==> src/rtl/transformer_pkg.sv <==
// Shared types and defaults for the transform stage: geometry records and
// the triangle feeder state encoding.
package transformer_pkg;

  localparam int unsigned ADDR_W_DEF  = 16;
  localparam int unsigned MODEL_W_DEF = 8;

  typedef struct packed {
    logic [15:0] x;
    logic [15:0] y;
    logic [15:0] z;
  } vertex_t;

  typedef struct packed {
    logic [15:0] rot;
    logic [15:0] tx;
    logic [15:0] ty;
    logic [15:0] tz;
  } transform_t;

  typedef struct packed {
    vertex_t v0;
    vertex_t v1;
    vertex_t v2;
  } triangle_t;

  typedef enum logic [2:0] {
    IDLE,
    CAM_WAIT,
    CAM,
    MODEL_RD,
    MODEL_LAT,
    VTX_FETCH,
    EMIT,
    DONE
  } feeder_state_t;

endpackage

==> src/rtl/triangle_feeder.sv <==
// Walks the model table for one frame and streams every triangle of every
// model downstream, preceded by a single camera-transform load pulse.
module triangle_feeder
  import transformer_pkg::*;
#(
  parameter int unsigned ADDR_W  = ADDR_W_DEF,
  parameter int unsigned MODEL_W = MODEL_W_DEF
) (
  input  logic               clk,
  input  logic               rst,
  input  logic               start,
  input  logic [MODEL_W-1:0] num_models,
  input  transform_t         camera_transform,
  output logic [MODEL_W-1:0] model_addr,
  output logic               model_rd_en,
  input  transform_t         model_transform,
  input  logic [ADDR_W-1:0]  model_tri_base,
  input  logic [ADDR_W-1:0]  model_tri_count,
  output logic [ADDR_W-1:0]  vert_addr,
  output logic               vert_rd_en,
  input  vertex_t            vert_data,
  output logic               camera_transform_valid,
  output transform_t         transform,
  output triangle_t          triangle,
  output logic               out_valid,
  input  logic               out_ready,
  input  logic               down_busy,
  output logic               busy,
  output logic               done
);

  feeder_state_t      state_q, state_d;
  logic [1:0]         rst_pipe;
  logic               rst_hold;
  logic [MODEL_W-1:0] num_q, m_q;
  transform_t         cam_q, xf_q;
  logic [ADDR_W-1:0]  cnt_q, t_q, addr_q;
  logic [1:0]         k_q;
  triangle_t          tri_q;
  logic               done_q;
  logic               more_models, more_tris;

  // Reset asserts immediately but releases only after two clean edges.
  always_ff @(posedge clk or posedge rst) begin
    if (rst) rst_pipe <= 2'b11;
    else     rst_pipe <= {rst_pipe[0], 1'b0};
  end
  assign rst_hold = rst_pipe[1];

  assign more_models = ({1'b0, m_q} + (MODEL_W+1)'(1)) < {1'b0, num_q};
  assign more_tris   = (t_q + ADDR_W'(1)) < cnt_q;

  always_comb begin
    state_d = state_q;
    unique case (state_q)
      IDLE:      if (start) state_d = CAM_WAIT;
      CAM_WAIT:  if (!down_busy) state_d = CAM;
      CAM:       state_d = (num_q == '0) ? DONE : MODEL_RD;
      MODEL_RD:  state_d = MODEL_LAT;
      // Decide on the live read data; it is the same value being latched.
      MODEL_LAT: begin
        if (model_tri_count != '0) state_d = VTX_FETCH;
        else if (more_models)      state_d = MODEL_RD;
        else                       state_d = DONE;
      end
      VTX_FETCH: if (k_q == 2'd3) state_d = EMIT;
      EMIT: begin
        if (out_ready) begin
          if (more_tris)        state_d = VTX_FETCH;
          else if (more_models) state_d = MODEL_RD;
          else                  state_d = DONE;
        end
      end
      DONE:      state_d = IDLE;
      default:   state_d = IDLE;
    endcase
  end

  always_ff @(posedge clk or posedge rst) begin
    if (rst) begin
      state_q <= IDLE;
      num_q   <= '0;
      m_q     <= '0;
      cam_q   <= '0;
      xf_q    <= '0;
      cnt_q   <= '0;
      t_q     <= '0;
      addr_q  <= '0;
      k_q     <= '0;
      tri_q   <= '0;
      done_q  <= 1'b0;
    end else if (rst_hold) begin
      state_q <= IDLE;
    end else begin
      state_q <= state_d;
      done_q  <= (state_q == DONE);
      unique case (state_q)
        IDLE: if (start) begin
          num_q <= num_models;
          cam_q <= camera_transform;
        end
        CAM: m_q <= '0;
        MODEL_LAT: begin
          xf_q   <= model_transform;
          cnt_q  <= model_tri_count;
          addr_q <= model_tri_base;
          t_q    <= '0;
          k_q    <= '0;
          if (model_tri_count == '0 && more_models) m_q <= m_q + MODEL_W'(1);
        end
        // Reads go out while k = 0..2; each datum is captured one step later.
        VTX_FETCH: begin
          k_q <= k_q + 2'd1;
          if (k_q != 2'd3) addr_q <= addr_q + ADDR_W'(1);
          if (k_q == 2'd1) tri_q.v0 <= vert_data;
          if (k_q == 2'd2) tri_q.v1 <= vert_data;
          if (k_q == 2'd3) tri_q.v2 <= vert_data;
        end
        EMIT: if (out_ready) begin
          if (more_tris)        t_q <= t_q + ADDR_W'(1);
          else if (more_models) m_q <= m_q + MODEL_W'(1);
        end
        default: ;
      endcase
    end
  end

  assign busy                   = (state_q != IDLE);
  assign camera_transform_valid = (state_q == CAM);
  assign model_rd_en            = (state_q == MODEL_RD);
  assign model_addr             = m_q;
  assign vert_rd_en             = (state_q == VTX_FETCH) && (k_q != 2'd3);
  assign vert_addr              = addr_q;
  assign out_valid              = (state_q == EMIT);
  assign triangle               = tri_q;
  assign done                   = done_q;

  always_comb begin
    transform = '0;
    if (state_q == CAM)       transform = cam_q;
    else if (state_q == EMIT) transform = xf_q;
  end

endmodule

==> config.mk <==
export PLATFORM = sky130hd
export DESIGN_NAME = triangle_feeder
export DESIGN_NICKNAME = d
export VERILOG_FILES = /design/src/rtl/transformer_pkg.sv /design/src/rtl/triangle_feeder.sv
export SDC_FILE = /design/constraint.sdc
export NUM_CORES = 1
export LEC_CHECK = 0
export BUFFER_PORTS_ARGS = -buffer_cell sky130_fd_sc_hd__buf_2
export CAP_MARGIN = 15
export CORE_AREA = 2 2 179 181
export CTS_CLUSTER_DIAMETER = 100
export DETAILED_ROUTE_END_ITERATION = 10
export DIE_AREA = 0 0 181 183
export PLACE_DENSITY = 0.86
export SKIP_CTS_REPAIR_TIMING = 1
export SYNTH_ARGS = -nofsm -noshare
export SYNTH_HDL_FRONTEND = slang
export SYNTH_SLANG_ARGS = --single-unit
==> constraint.sdc <==
create_clock -name clk -period 12.3 [get_ports clk]
set_clock_uncertainty 0.2 [all_clocks]
set_input_delay 0.615 -clock clk [delete_from_list [all_inputs] [get_ports clk]]
set_output_delay 0.615 -clock clk [all_outputs]
set_load 0.01 [all_outputs]
==> impl_summary.log <==
INFO  metric status = finished clean
INFO  metric hpwlAfterDp = 28150 um
INFO  metric worst_ir_drop_vdd = 0.0001334 V
INFO  metric drtIter0Drc = 613
INFO  metric stdcell_area = 19070 um^2
INFO  metric die_area = 33120 um^2
INFO  metric cts-root-to-sink-buffers = 3
INFO  metric routed_wire_length_per_instance = 19.70 um
INFO  metric tightestPinTransition = 1080 ps
INFO  metric clock_latency = 530 ps
INFO  metric globalplace.congestion = 0.8549
INFO  metric dieWidth = 181 um
INFO  metric area_growth = 25.61%
INFO  metric synth_cells = 1166
INFO  metric clk_transition_reported_paths = 60 ps
INFO  metric layout-drive-gt1-share = 0.5113
INFO  metric path_max_fanout = 15
INFO  metric fp-row-count = 65
INFO  metric report.final.setup_viol = 0
INFO  metric synth_area_per_cell = 13.02 um^2
INFO  metric h-tree-depth = 2
INFO  metric count_of_pins_on_the_block_boundary = 459
INFO  metric fin_nets = 1853
INFO  metric first_global_vias = 11.77k
INFO  metric netlist_cell_types = 61
INFO  metric ys_ff_latch = 344
INFO  metric cellLeakagePower = 9.104 nW
INFO  metric setup_total_negative_slack = 0 ps
INFO  metric post-route-period-util = 0.3338
INFO  metric wire_length_of_the_first_global_routing_pass = 62980 um
INFO  metric ant_nets = 0
INFO  metric all_layer_gr_usage = 0.2394
INFO  metric hold_path_class = in -> async
INFO  metric timing_worst_setup_path_type = reg -> reg
INFO  metric fp.coreArea = 31230 um^2
INFO  metric clock_tree_from_tritoncts = done
INFO  metric number_of_port_buffers = 458
INFO  metric dr_total_vias = 11.24k
INFO  metric placed_area = 17740 um^2
INFO  metric synthFlopType = sky130_fd_sc_hd__dfrtp_1
INFO  metric maxCapViolCount = 0
INFO  metric asyncSetResetFlopFracSynth = 1.000
INFO  metric finalHoldViolCount = 0
INFO  metric total_detailed_routing_wirelength = 40140 um
INFO  metric crit_path_start_kind = register
INFO  metric start_util = 0.4861
INFO  metric grt_max_degree = 132
INFO  metric fmax = 243.6 MHz
INFO  metric cp.arrival = 4300 ps
INFO  metric share_of_synthesized_area_occupied_by_flip_flops_and_latches = 0.5672
INFO  metric headroom_to_the_max_slew_limit = 0.2802
INFO  metric tritoncts.num_buffers = 38
INFO  metric drt-pass1-iter-count = 4
INFO  metric final_core_utilization = 0.6106
INFO  metric synthesis.yosys.warnings = 0
INFO  metric netlist_area = 15180 um^2
INFO  metric synth_edf_count = 0
INFO  metric post_drt_via_cell_ratio = 5.517
INFO  metric r2r_slack = 8190 ps
INFO  metric antenna_found_initial = 3
INFO  metric cts.sinks = 344
INFO  metric global_route.overflow_total = 0
INFO  metric die_h = 183 um
INFO  metric crit_path_end_kind = register
INFO  metric master_cell_of_the_clock_root_buffer = sky130_fd_sc_hd__clkbuf_16
INFO  metric pwr_density_cell = 162.4 nW/um^2
INFO  metric report.final.slew_viol_count = 0
INFO  metric post-route-min-period = 4106 ps
INFO  metric worst-endpoint-required = 12490 ps
INFO  metric post-route-drc-count = 0
INFO  metric synth_fp_nets = 1415
INFO  metric unrepaired_setup_endpoints_after_global_routing = no
state kept, by name, indices dropped and copies added, names as in the netlist:
name / flops
triangle: 144
cam_q: 64
xf_q: 64
cnt_q: 16
t_q: 16
vert_addr: 16
model_addr: 8
num_q: 8
state_q: 3
k_q: 2
rst_pipe: 2
done: 1
metal layers:
layer	share of wire	routed length [um]	up-vias	track usage
met5	0	0	-	0
met4	0.047	1893	0	0.1154
met3	0.071	2838	114	0.05878
met2	0.50	20100	483	0.4095
met1	0.38	15310	5559	0.2854
li1	-	-	5087	-
cell type report:
class	instances	area [um^2]
diodes	3	7.507
well taps	402	503.0
repair buffers	470	2390
clock buffers	60	1205
fillers	2401	12160
inverters	43	168.9
clock inverters	9	105.1
flip-flops and latches	344	8611
multi-input cells	707	6078
cells in the mapped netlist, types with 12 or more instances:
library cell,number,area (um^2)
sky130_fd_sc_hd__buf_2,24,120.1
sky130_fd_sc_hd__ha_1,28,350.3
sky130_fd_sc_hd__nor2_1,24,90.09
sky130_fd_sc_hd__xnor2_1,14,122.6
sky130_fd_sc_hd__inv_1,43,161.4
sky130_fd_sc_hd__mux2i_1,12,120.1
sky130_fd_sc_hd__dfrtp_1,342,8558
sky130_fd_sc_hd__a22o_1,64,560.5
sky130_fd_sc_hd__nand3_1,24,120.1
sky130_fd_sc_hd__o21ai_0,37,185.2
sky130_fd_sc_hd__clkbuf_1,37,138.9
sky130_fd_sc_hd__a21oi_1,49,245.2
sky130_fd_sc_hd__nand2_1,59,221.5
sky130_fd_sc_hd__mux2_2,282,3176
critical path, cell delays in order (launching register included):
cell	delay, ps
sky130_fd_sc_hd__dfrtp_1	480
sky130_fd_sc_hd__nand4_1	120
sky130_fd_sc_hd__nor2_1	430
sky130_fd_sc_hd__nand3_1	220
sky130_fd_sc_hd__or2_2	360
sky130_fd_sc_hd__xnor2_1	130
sky130_fd_sc_hd__ha_1	290
sky130_fd_sc_hd__nand2_1	80
sky130_fd_sc_hd__or4_1	540
sky130_fd_sc_hd__o21bai_2	220
sky130_fd_sc_hd__or2_1	330
sky130_fd_sc_hd__a21oi_4	210
sky130_fd_sc_hd__mux2_2	350
worst paths after layout:
kind,start,endpoint,cells after the start
hold reg to reg,rst_pipe[0],rst_pipe[1],0
hold / removal,rst,xf_q[56],2
setup / recovery,t_q[2],t_q[7],12
max in group asynchronous,rst,triangle[35],3
setup reg to reg,t_q[2],t_q[7],12
min in group clk,model_transform[45],xf_q[45],2
kinds of logic after synthesis:
kind of cell               Yosys count  synth area share
other                                1         0.0002470
muxes                              295            0.2181
xor gates and xnor gates            21           0.01212
DFF                                344            0.5672
and+or+nand+nor                    173           0.05967
AOI/OAI and AO/OA                  189           0.08621
buffers and inverters              115           0.03338
adders and majority gates           28           0.02308
power by group:
part           internal, mW  switching (mW)
logic                 0.248           0.254
registers              1.31           0.124
clock network         0.715           0.449
total                  2.27           0.827
cell usage in the layout, fill, tap and decap left out, types with 9 or more instances in the layout:
master | Yosys | layout
sky130_fd_sc_hd__xnor2_1 | 14 | 14
sky130_fd_sc_hd__nor2_1 | 24 | 23
sky130_fd_sc_hd__a22o_1 | 64 | 64
sky130_fd_sc_hd__a21oi_1 | 49 | 49
sky130_fd_sc_hd__clkbuf_16 | 0 | 39
sky130_fd_sc_hd__mux2i_1 | 12 | 12
sky130_fd_sc_hd__dfrtp_1 | 342 | 342
sky130_fd_sc_hd__a31oi_1 | 9 | 9
sky130_fd_sc_hd__nand3_1 | 24 | 24
sky130_fd_sc_hd__ha_1 | 28 | 28
sky130_fd_sc_hd__mux2_2 | 282 | 282
sky130_fd_sc_hd__nand2_1 | 59 | 56
sky130_fd_sc_hd__clkbuf_8 | 0 | 15
sky130_fd_sc_hd__nand4_1 | 11 | 11
sky130_fd_sc_hd__buf_2 | 24 | 458
sky130_fd_sc_hd__buf_4 | 4 | 11
sky130_fd_sc_hd__o21ai_0 | 37 | 37
sky130_fd_sc_hd__inv_1 | 43 | 41
through the flow:
step	hold WS, ps	setup slack, ps	std cells	power [mW]
after floorplan	145.2	1952	1166	1.741
after global placement	146.3	8320	1965	1.907
after detailed placement	149.8	8270	1965	1.948
after CTS	83.20	8196	2034	3.125
after global routing	101.6	7959	2037	3.243
final	78.68	8194	2038	3.096
(Power assumes the default switching activity.)
